### src/rtl/wb_master_lsu_pkg.sv
// Shared definitions for the load/store unit: Wishbone widths, size codes,
// FSM encoding and the alignment rule used at request accept.
package wb_master_lsu_pkg;

    localparam int WB_DWIDTH = 32;
    localparam int WB_AWIDTH = 32;
    localparam int WB_SWIDTH = 2;

    localparam int LSU_DEF_TIMEOUT = 15;

    localparam logic [1:0] LSU_SZ_B   = 2'b00;
    localparam logic [1:0] LSU_SZ_H   = 2'b01;
    localparam logic [1:0] LSU_SZ_W   = 2'b10;
    localparam logic [1:0] LSU_SZ_RSV = 2'b11;

    typedef enum logic [1:0] {
        ST_IDLE = 2'd0,
        ST_BUS  = 2'd1,
        ST_RESP = 2'd2
    } lsu_state_t;

    // The reserved size code is treated as misaligned so it never reaches the bus.
    function automatic logic lsu_misaligned(input logic [1:0] size,
                                            input logic [1:0] adr_lo);
        logic bad;
        case (size)
            LSU_SZ_B: bad = 1'b0;
            LSU_SZ_H: bad = adr_lo[0];
            LSU_SZ_W: bad = |adr_lo;
            default:  bad = 1'b1;
        endcase
        return bad;
    endfunction

endpackage

### src/rtl/lsu_load_ext.sv
// Load data extender: selects byte/half/word from right-justified data and
// zero- or sign-extends it. Purely combinational, shared with the refill path.
module lsu_load_ext
    import wb_master_lsu_pkg::*;
#(
    parameter int DWIDTH = WB_DWIDTH,
    parameter int SWIDTH = WB_SWIDTH
) (
    input  logic [DWIDTH-1:0] dat,
    input  logic [SWIDTH-1:0] size,
    input  logic              sign_ext,
    output logic [DWIDTH-1:0] ext_dat
);

    always_comb begin
        ext_dat = dat;
        case (size)
            LSU_SZ_B: ext_dat = {{(DWIDTH-8){sign_ext & dat[7]}}, dat[7:0]};
            LSU_SZ_H: ext_dat = {{(DWIDTH-16){sign_ext & dat[15]}}, dat[15:0]};
            default:  ext_dat = dat;
        endcase
    end

endmodule

### src/rtl/wb_master_lsu.sv
// Core-side load/store unit: one request at a time turned into a Wishbone
// classic single transfer, with alignment and ack-timeout error reporting.
//
// state   | meaning
// IDLE    | ready for a core request
// BUS     | cyc/stb asserted, waiting for ack or timeout
// RESP    | one-cycle response pulse to the core
module wb_master_lsu
    import wb_master_lsu_pkg::*;
#(
    parameter int DWIDTH  = WB_DWIDTH,
    parameter int AWIDTH  = WB_AWIDTH,
    parameter int SWIDTH  = WB_SWIDTH,
    parameter int TIMEOUT = LSU_DEF_TIMEOUT
) (
    input  logic              i_ck,
    input  logic              i_rst,
    input  logic              i_req_valid,
    output logic              o_req_ready,
    input  logic              i_req_we,
    input  logic [SWIDTH-1:0] i_req_size,
    input  logic              i_req_signed,
    input  logic [AWIDTH-1:0] i_req_adr,
    input  logic [DWIDTH-1:0] i_req_dat,
    output logic              o_rsp_valid,
    output logic [DWIDTH-1:0] o_rsp_dat,
    output logic              o_rsp_err,
    output logic              o_wb_we,
    output logic [SWIDTH-1:0] o_wb_sel,
    output logic [AWIDTH-1:0] o_wb_adr,
    output logic [DWIDTH-1:0] o_wb_dat,
    output logic              o_wb_cyc,
    output logic              o_wb_stb,
    input  logic [DWIDTH-1:0] i_wb_dat,
    input  logic              i_wb_ack
);

    localparam logic [7:0] TO_LAST = 8'(TIMEOUT - 1);

    lsu_state_t        state, state_d;
    logic [7:0]        wait_cnt, wait_cnt_d;
    logic              req_signed, req_signed_d;
    logic              wb_we_d;
    logic [SWIDTH-1:0] wb_sel_d;
    logic [AWIDTH-1:0] wb_adr_d;
    logic [DWIDTH-1:0] wb_dat_d;
    logic              wb_cyc_d;
    logic              rsp_valid_d;
    logic [DWIDTH-1:0] rsp_dat_d;
    logic              rsp_err_d;
    logic [DWIDTH-1:0] ext_dat;

    lsu_load_ext #(
        .DWIDTH (DWIDTH),
        .SWIDTH (SWIDTH)
    ) u_load_ext (
        .dat      (i_wb_dat),
        .size     (o_wb_sel),
        .sign_ext (req_signed),
        .ext_dat  (ext_dat)
    );

    // Ready is held low while reset is asserted so every port reads 0 in reset.
    assign o_req_ready = (state == ST_IDLE) && !i_rst;

    always_comb begin
        state_d      = state;
        wait_cnt_d   = wait_cnt;
        req_signed_d = req_signed;
        wb_we_d      = o_wb_we;
        wb_sel_d     = o_wb_sel;
        wb_adr_d     = o_wb_adr;
        wb_dat_d     = o_wb_dat;
        wb_cyc_d     = 1'b0;
        rsp_valid_d  = 1'b0;
        rsp_dat_d    = o_rsp_dat;
        rsp_err_d    = o_rsp_err;

        case (state)
            ST_IDLE: begin
                if (i_req_valid) begin
                    if (lsu_misaligned(i_req_size, i_req_adr[1:0])) begin
                        rsp_valid_d = 1'b1;
                        rsp_err_d   = 1'b1;
                        rsp_dat_d   = '0;
                        state_d     = ST_RESP;
                    end else begin
                        req_signed_d = i_req_signed;
                        wb_we_d      = i_req_we;
                        wb_sel_d     = i_req_size;
                        wb_adr_d     = i_req_adr;
                        wb_dat_d     = i_req_dat;
                        wb_cyc_d     = 1'b1;
                        wait_cnt_d   = '0;
                        state_d      = ST_BUS;
                    end
                end
            end

            ST_BUS: begin
                wb_cyc_d   = 1'b1;
                wait_cnt_d = wait_cnt + 8'd1;
                // Ack is checked first so a last-cycle ack is not reported as a timeout.
                if (i_wb_ack) begin
                    wb_cyc_d    = 1'b0;
                    rsp_valid_d = 1'b1;
                    rsp_err_d   = 1'b0;
                    rsp_dat_d   = o_wb_we ? '0 : ext_dat;
                    state_d     = ST_RESP;
                end else if (wait_cnt == TO_LAST) begin
                    wb_cyc_d    = 1'b0;
                    rsp_valid_d = 1'b1;
                    rsp_err_d   = 1'b1;
                    rsp_dat_d   = '0;
                    state_d     = ST_RESP;
                end
            end

            ST_RESP: state_d = ST_IDLE;

            default: state_d = ST_IDLE;
        endcase
    end

    always_ff @(posedge i_ck or posedge i_rst) begin
        if (i_rst) begin
            state       <= ST_IDLE;
            wait_cnt    <= '0;
            req_signed  <= 1'b0;
            o_wb_we     <= 1'b0;
            o_wb_sel    <= '0;
            o_wb_adr    <= '0;
            o_wb_dat    <= '0;
            o_wb_cyc    <= 1'b0;
            o_wb_stb    <= 1'b0;
            o_rsp_valid <= 1'b0;
            o_rsp_dat   <= '0;
            o_rsp_err   <= 1'b0;
        end else begin
            state       <= state_d;
            wait_cnt    <= wait_cnt_d;
            req_signed  <= req_signed_d;
            o_wb_we     <= wb_we_d;
            o_wb_sel    <= wb_sel_d;
            o_wb_adr    <= wb_adr_d;
            o_wb_dat    <= wb_dat_d;
            o_wb_cyc    <= wb_cyc_d;
            o_wb_stb    <= wb_cyc_d;
            o_rsp_valid <= rsp_valid_d;
            o_rsp_dat   <= rsp_dat_d;
            o_rsp_err   <= rsp_err_d;
        end
    end

endmodule

### config.mk
export PLATFORM = sky130hd
export DESIGN_NAME = wb_master_lsu
export DESIGN_NICKNAME = d
export VERILOG_FILES = /design/src/rtl/wb_master_lsu_pkg.sv /design/src/rtl/lsu_load_ext.sv /design/src/rtl/wb_master_lsu.sv
export SDC_FILE = /design/constraint.sdc
export NUM_CORES = 1
export LEC_CHECK = 0
export BUFFER_PORTS_ARGS = -buffer_cell sky130_fd_sc_hd__buf_2
export CAP_MARGIN = 20
export CORE_MARGIN = 3
export CORE_UTILIZATION = 47
export CTS_BUF_LIST = sky130_fd_sc_hd__clkbuf_8 sky130_fd_sc_hd__clkbuf_16
export DETAILED_ROUTE_END_ITERATION = 16
export GPL_ROUTABILITY_DRIVEN = 0
export HOLD_SLACK_MARGIN = 0.05
export MAX_ROUTING_LAYER = met4
export PLACE_DENSITY_LB_ADDON = 0.2
export SKIP_CTS_REPAIR_TIMING = 1
export SYNTH_ARGS = -nofsm -noshare
export SYNTH_HDL_FRONTEND = slang
export SYNTH_HIERARCHICAL = 1
export SYNTH_SLANG_ARGS = --single-unit
### constraint.sdc
create_clock -name i_ck -period 3.75 [get_ports i_ck]
set_input_delay 0.1875 -clock i_ck [delete_from_list [all_inputs] [get_ports i_ck]]
set_output_delay 0.1875 -clock i_ck [all_outputs]
set_load 0.005 [all_outputs]
[After elaboration in Yosys (flattened, before gate mapping)]
Cells that the tools add are included.
Word-level totals
  output and inout bits: 104
  word-level logic and storage cells: 68
  register bits after elaboration: 113
  bits of input ports: 104
Operators by class
  equal/unequal tests: 9
  multiplexer cells: 33
  add/sub/neg operators: 1
  bitwise gates (word level): 3
  reduce and logical (&&, ||, !) cells: 11
Operators by type and width (count)
  2-to-1 mux 32 bit: 5
  one-hot mux 32 bit (2 select lines): 2
  2-to-1 mux 8 bit: 2
  one-hot mux 8 bit (2 select lines): 1
  2-to-1 mux 1 bit: 14
  adder 8 x 1 -> 8 bit (second input constant): 1
  == test 8 x 4 -> 1 bit (second input constant): 1
  2-to-1 mux 2 bit: 4
  == test 2 x 1 -> 1 bit (second input constant): 3
  logical NOT 2 bit: 3
  one-hot mux 1 bit (2 select lines): 3
  AND reduction 3 bit: 2
  != test 2 bit (second input constant): 2
  one-hot mux 2 bit (2 select lines): 1
  AND reduction 4 bit: 1
  != test 3 bit (second input constant): 1
  one-hot mux 1 bit (3 select lines): 1
  bitwise AND 1 bit: 2
  == test 2 bit (second input constant): 1
  != test 2 x 1 -> 1 bit (second input constant): 1
  AND reduction 2 bit: 1
  nonzero test 2 bit: 1
  OR reduction 2 bit: 1
  logical AND 1 bit: 1
  2 further kinds: 2

[Depth between registers and ports, before layout]
Gate-level depths: netlist (run 1).
  word-level depth: 7
  mapped depth: 7
  gate-level depth less buffers: 6

[Cells and area by module]
Netlist (run 1), hierarchy kept.
By module, submodules not included
  wb_master_lsu: seq. area each 2827.7 µm², instances 1, cells an instance 288, area an instance 4350.4 µm²
  lsu_load_ext: seq. area each 0.0 µm², instances 1, cells an instance 66, area an instance 385.4 µm²

[Least setup slack after synthesis (run 1)]
Ideal clock, no wire load.
  kind: register to register
  from: register wait_cnt[0]
  to: register o_rsp_dat[0]
  path slack: 2.109 ns
  data arrival time: 1.520 ns
  required time: 3.629 ns
  clock period less this slack: 1.641 ns
  path buffers: 1
  cell stages (with the launch flop): 8
  library setup time: 0.121 ns
  cell sequence: dfrtp_1 -> inv_1 -> ha_1 -> nand4b_2 -> o41ai_4 -> a21oi_4 -> buf_6 -> a22o_1
Between the ends
  cells in the longest elaborated chain, start to end: 3
RTL lines
  start, declared: RTL line wb_master_lsu.sv:41  | logic [7:0] wait_cnt, wait_cnt_d;
  start signal, assigned: RTL line wb_master_lsu.sv:141  | wait_cnt <= wait_cnt_d;
  == test 8 x 4 -> 1 bit: RTL line wb_master_lsu.sv:110  | end else if (wait_cnt == TO_LAST) begin
  != test 3 bit (no source line)
  AND reduction 4 bit (no source line)
  end signal, assigned: RTL line wb_master_lsu.sv:150  | o_rsp_dat <= rsp_dat_d;
  end, declared: RTL line wb_master_lsu.sv:26  | output logic [DWIDTH-1:0] o_rsp_dat,
No other way between the ends.
A chain may end at the register's enable or synchronous reset.

[Final worst setup path (run 1)]
  from: register wait_cnt[0]
  to: register o_rsp_dat[29]
Same word-level chain as after synthesis.

==> results.toml, run 1 <==
[clocking]
cts_tree = "built"
worstSkewPairLatency_ns = 0.51
cts-htree-levels = 4
cts_buffers = 17
cts_buffer_depth = 2
clkSlewWorstSetupHoldPaths_ns = 0.06
cts_sinks = 113
clockRootBuffer = "clkbuf_8"

[die]
initial_core_util = 0.4845
die_w_um = 106.4
placementRows = 36
dieArea_um2 = 11320
ioPinCount = 208
core_area_um2 = 9774
fp.dieH_um = 106.4

[synth]
synth_adder_area_share = 0.005284
synth.area.top_cells = "dfrtp_1 60%, mux2_2 16%, a22o_1 5.9%, nand2_1 2.6%, o21ai_0 2.4%"
synth-warning-count = 6
synth_cells = 354
yosys-mux-area-fraction = 0.1664
synth_compound_area_frac = 0.1250
syn-num-nets = 460
synth_area_leader_cell = "dfrtp_1"
synth_xor_area_frac = 0.001849
yosysSeqAreaShare = 0.5971
syn_area_per_cell_um2 = 13.38
synth_top_family_by_area = "multiplexers"
synth_top_cell_area_share = 0.5971
syn_area_um2 = 4736
synth-simple-area-share = 0.05443
ys_ff_latch = 113
synthDistinctLibCells = 38

[place]
port_buffers = 207
pre_cts_ws_ns = 1.772
hpwl_mm = 7.891

[pwr]
power_density_nw_per_um2 = 648.0
combPwrFrac = 0.276
power_frac_clock = 0.324
sequentialPowerShare = 0.400
switching_share = 0.2976
p_leak_nw = 3.646
intPower_mw = 3.309
power_switching_mw = 1.402
ir_drop_mv = 0.4249

[sta]
period_share = 0.5266
final-setup-viol-count = 0
rsz0062_at_grt = "no"
relSlewSlack = 0.3794
hold_viol = 0
tightest_slew_ns = 0.9288
finalSetupTns_ns = 0
fin_crit_ns = 1.975
drv_slew = 0
max_freq_mhz = 506.4
setup_slack_ns = 1.775
clock_skew_ns = 0.008938

[global_routing]
grt_overflow = 0
grt_max_degree = 71
grt_pass1_vias = 3662
grt_pass1_wl_mm = 17.80
track_usage = 0.2075
antenna_found_initial = 0

[drt]
routedWlPerCell_um = 16.51
wl_mm = 13.08
vias_per_cell = 5.106
postRouteAntennaNets = 0
drtIter0Drc = 180
firstDrtPassIters = 4
vias = 4044
route.detailed.drc = 0

[cells_and_area]
layout_common_cells = "207 x buf_2, 113 x dfrtp_1, 93 x dlygate4sd3_1, 68 x mux2_2"
area_growth_pct = 53.50
drive_gt1_frac = 0.4917
fin_util = 0.7437
finalNetCount = 752
layout_commonest_cell = "buf_2"
antennaDiodeCount = 0

[worst_setup_path]
cp_cell_sequence = "inv_1, ha_1, nand4b_2, o41ai_4, a21oi_4, a22o_1"
critPathLaunch = "wait_cnt[0]"
slowest_stage = "a21oi_4"
crit_family = "compound AO/OA/AOI/OAI gates"
worst-setup-path-type = "reg -> reg"
r2r_start = "wait_cnt[0]"
critPathCaptureType = "register"
crit_path_start_kind = "register"
max_stage_delay_ns = 0.75
cp.arrival_ns = 2.42
crit_fanout = 35
crit_required_ns = 4.20
critPathBufInv = 1

[status]
run_status = "finished clean"

[worst_hold_path]
hp-class = "in -> reg"
worst_hold_startpoint = "i_wb_dat[24]"

[run]
cap_violations = 0
==> worst min-delay path: stages <==
cell and delay [ns]:
buf_2 0.08, nand2_1 0.05, o21ai_1 0.07, a22o_1 0.12
==> power by group through the flow <==
stage          registers [mW]  clock network, mW  logic, mW
4_1_cts                  1.87               1.55       1.22
6_report                 1.89               1.53       1.30
2_1_floorplan            1.87                  0      0.675
3_3_place_gp             1.87                  0       1.19
5_1_grt                  1.94               1.61       1.42
3_5_place_dp             1.89                  0       1.22
==> synth_stat cells <==
library cell	instances
a21oi_4	1
a31oi_1	1
a211oi_2	1
nor2_1	2
nor4b_1	1
clkbuf_1	4
a22o_1	32
mux2_2	68
o21ai_0	23
o22ai_1	2
a22oi_1	1
nand2b_4	1
xor2_1	1
and3_1	2
nor2b_1	1
o21ai_1	8
nor3b_1	2
buf_2	12
buf_6	6
o21a_1	1
dfrtp_1	113
nand2_1	33
o211ai_1	1
a21oi_1	1
nand4b_2	1
o31ai_1	1
nand2b_1	1
o21ai_2	4
mux2i_4	1
o41ai_4	1
buf_4	9
inv_1	7
nor3_1	2
nand3_1	4
nand4bb_1	1
or4_1	1
ha_1	2
o221a_2	1
==> per-stage QoR <==
step / cells / power [mW] / area, um^2 / hold slack (ns)
global placement: 667 / 3.062 / 5768 / 0.3848
floorplan: 354 / 2.549 / 4736 / 0.2944
CTS: 699 / 4.644 / 6339 / -0.1580
finish: 792 / 4.711 / 7269 / 0.03036
global route: 792 / 4.965 / 7269 / 0.04713
detailed placement: 667 / 3.105 / 5768 / 0.3919
==> worst paths after layout <==
check,to,slack (ns),cells after the start
worst max-delay path,o_rsp_dat[29],1.78,6
worst min-delay path,o_rsp_dat[24],0.03,4
worst max register to register,o_rsp_dat[29],1.78,6
worst min register to register,o_wb_adr[25],0.50,1
max in group asynchronous,o_wb_adr[29],2.49,4
min in group asynchronous,o_wb_adr[1],0.38,3
==> final cells by class <==
cell class,instances,area (um^2)
clock buffer,18,427.9
tap,133,166.4
fill,654,2505
inverter,7,28.78
clock inverter,14,142.6
multi-input combinational,203,1679
sequential,113,2828
timing repair buffer,304,1997
==> per-layer routing <==
layer / GRT usage / vias to the layer above / part of all wire / wire, um
met3: 0.06861 / 20 / 0.060 / 791
met5: - / - / 0 / 0
met1: 0.2487 / 2010 / 0.39 / 5145
met2: 0.3321 / 160 / 0.53 / 6966
met4: 0.06938 / 0 / 0.013 / 176
li1: - / 1854 / - / -
==> sequential cells by signal (all words and copies together) (netlist names) <==
name and flops:
o_rsp_err 1, wait_cnt 8, o_rsp_valid 1, req_signed 1, o_wb_dat 32, o_wb_we 1
o_wb_stb 1, o_rsp_dat 32, o_wb_sel 2, state 2, o_wb_adr 32
==> cell families after synthesis <==
| kind of cell | count (synthesis) |
|---|---|
| compound gates | 79 |
| xor+xnor | 1 |
| fa+ha+maj | 2 |
| buf+inv | 38 |
| flops | 113 |
| mux | 69 |
| simple gates | 52 |
(Power assumes the default switching activity.)
==> run 2, diff against run 1 <==
- clock period: 3.75 -> 2 ns (I/O delays scaled with it)
==> results.toml, run 2 (synthesis results as in run 1) <==
[worst_setup_path]
r2r_start = "wait_cnt[0]"
critPathCaptureType = "register"
r2r_end = "o_rsp_dat[6]"
critPathLaunch = "wait_cnt[0]"
crit_path_start_kind = "register"
rrSetupSlack_ns = 0.09
crit_required_ns = 2.38
r2r_cells = 6
crit_fanout = 17
worst-setup-path-type = "reg -> reg"
cp.arrival_ns = 2.29

[die]
placementRows = 36
fp.dieH_um = 106.4
die_w_um = 106.4
ioPinCount = 208
core_area_um2 = 9774
dieArea_um2 = 11320
initial_core_util = 0.4845

[clocking]
cts_buffers = 17
cts_tree = "built"
worstSkewPairLatency_ns = 0.50
clkSlewWorstSetupHoldPaths_ns = 0.06
clockRootBuffer = "clkbuf_8"
cts-htree-levels = 4
cts_buffer_depth = 2
cts_sinks = 113

[sta]
fin_crit_ns = 1.906
hold_slack_ns = 0.2261
period_share = 0.9530
tightest_slew_ns = 0.7115
setup_slack_ns = 0.09400
final-setup-viol-count = 0
hold_viol = 0
rsz0062_at_grt = "yes"
relSlewSlack = 0.5257
finalSetupTns_ns = 0
clock_skew_ns = 0.006771
max_freq_mhz = 524.7
drv_slew = 0

[place]
pre_cts_ws_ns = 0.02682
port_buffers = 207
hpwl_mm = 7.937

[drt]
vias = 4066
postRouteAntennaNets = 0
drtIter0Drc = 174
wl_mm = 13.53
routedWlPerCell_um = 16.83
vias_per_cell = 5.057
firstDrtPassIters = 4
route.detailed.drc = 0

[cells_and_area]
area_growth_pct = 57.15
finalNetCount = 764
layout_commonest_cell = "buf_2"
drive_gt1_frac = 0.4888
antennaDiodeCount = 0
reg_top3 = "o_rsp_dat: 32 flops, o_wb_adr: 32 flops, o_wb_dat: 32 flops"
layout_common_cells = "207 x buf_2, 113 x dfrtp_1, 102 x dlygate4sd3_1, 68 x mux2_2"

[global_routing]
grt_overflow = 0
grt_pass1_wl_mm = 18.04
grt_pass1_vias = 3721
antenna_found_initial = 0
track_usage = 0.2095
grt_max_degree = 65

[pwr]
power_density_nw_per_um2 = 1221
finalPower_mw = 9.089
p_leak_nw = 3.721
ir_drop_mv = 0.8965

[run]
cap_violations = 0

[worst_hold_path]
hp-class = "in -> reg"
hold_end = "state[0]"
worst_hold_startpoint = "i_req_valid"
min_path_cells = 4

[status]
run_status = "finished clean"
## run 2: changes by cell type in the layout (fill, tap and decap cells not counted)
cell	change
dlygate4sd3_1	+9
bufinv_16	+1
clkinv_2	-2
buf_4	+1
clkinv_4	+1
a21oi_4	+1
buf_12	+1
clkinvlp_4	-2
inv_4	-1
inv_1	-1
inv_6	+4
## run 2: cell type report
class / instances / area [um^2]
clock buffers: 18 / 427.9
clock inverters: 14 / 180.2
fillers: 614 / 2332
inverters: 7 / 30.03
multi-input cells: 204 / 1695
flip-flops and latches: 113 / 2828
well taps: 133 / 166.4
repair buffers: 315 / 2115
## run 2: routing by layer
layer  routed length [um]  track usage  share of wire  vias up
met5                    0            -              0        -
met4                  291      0.07863          0.022        0
met3                  659      0.05889          0.049       25
met2                 7396       0.3326           0.55      155
met1                 5181       0.2566           0.38     2014
li1                     -            -              -     1872
## run 2: power by group
part           switching (mW)  leakage [nW]  internal [mW]
combinational            1.11          2.02           1.41
sequential              0.472          1.41           3.04
clock                    1.11         0.293           1.95
## run 2: worst max path at each step
stage	cells after the start	endpoint
3_3_place_gp	6	o_rsp_dat[4]
3_5_place_dp	6	o_rsp_dat[19]
2_1_floorplan	7	o_rsp_dat[0]
4_1_cts	6	o_rsp_dat[7]
6_report	6	o_rsp_dat[6]
5_1_grt	6	o_rsp_dat[21]
## run 2: critical path, stage by stage, from the launching register on
cell	delay (ns)
dfrtp_1	0.42
inv_1	0.08
ha_1	0.15
nand4b_2	0.12
o41ai_4	0.46
a21oi_4	0.27
a22o_1	0.30
## run 2: metrics by stage
stage               utilization  instances  area [um^2]
floorplan                     -        354         4740
global placement         0.5931        669         5797
global route             0.7614        804         7442
finish                   0.7614        804         7442
detailed placement       0.5931        669         5797
CTS                      0.6553        701         6405
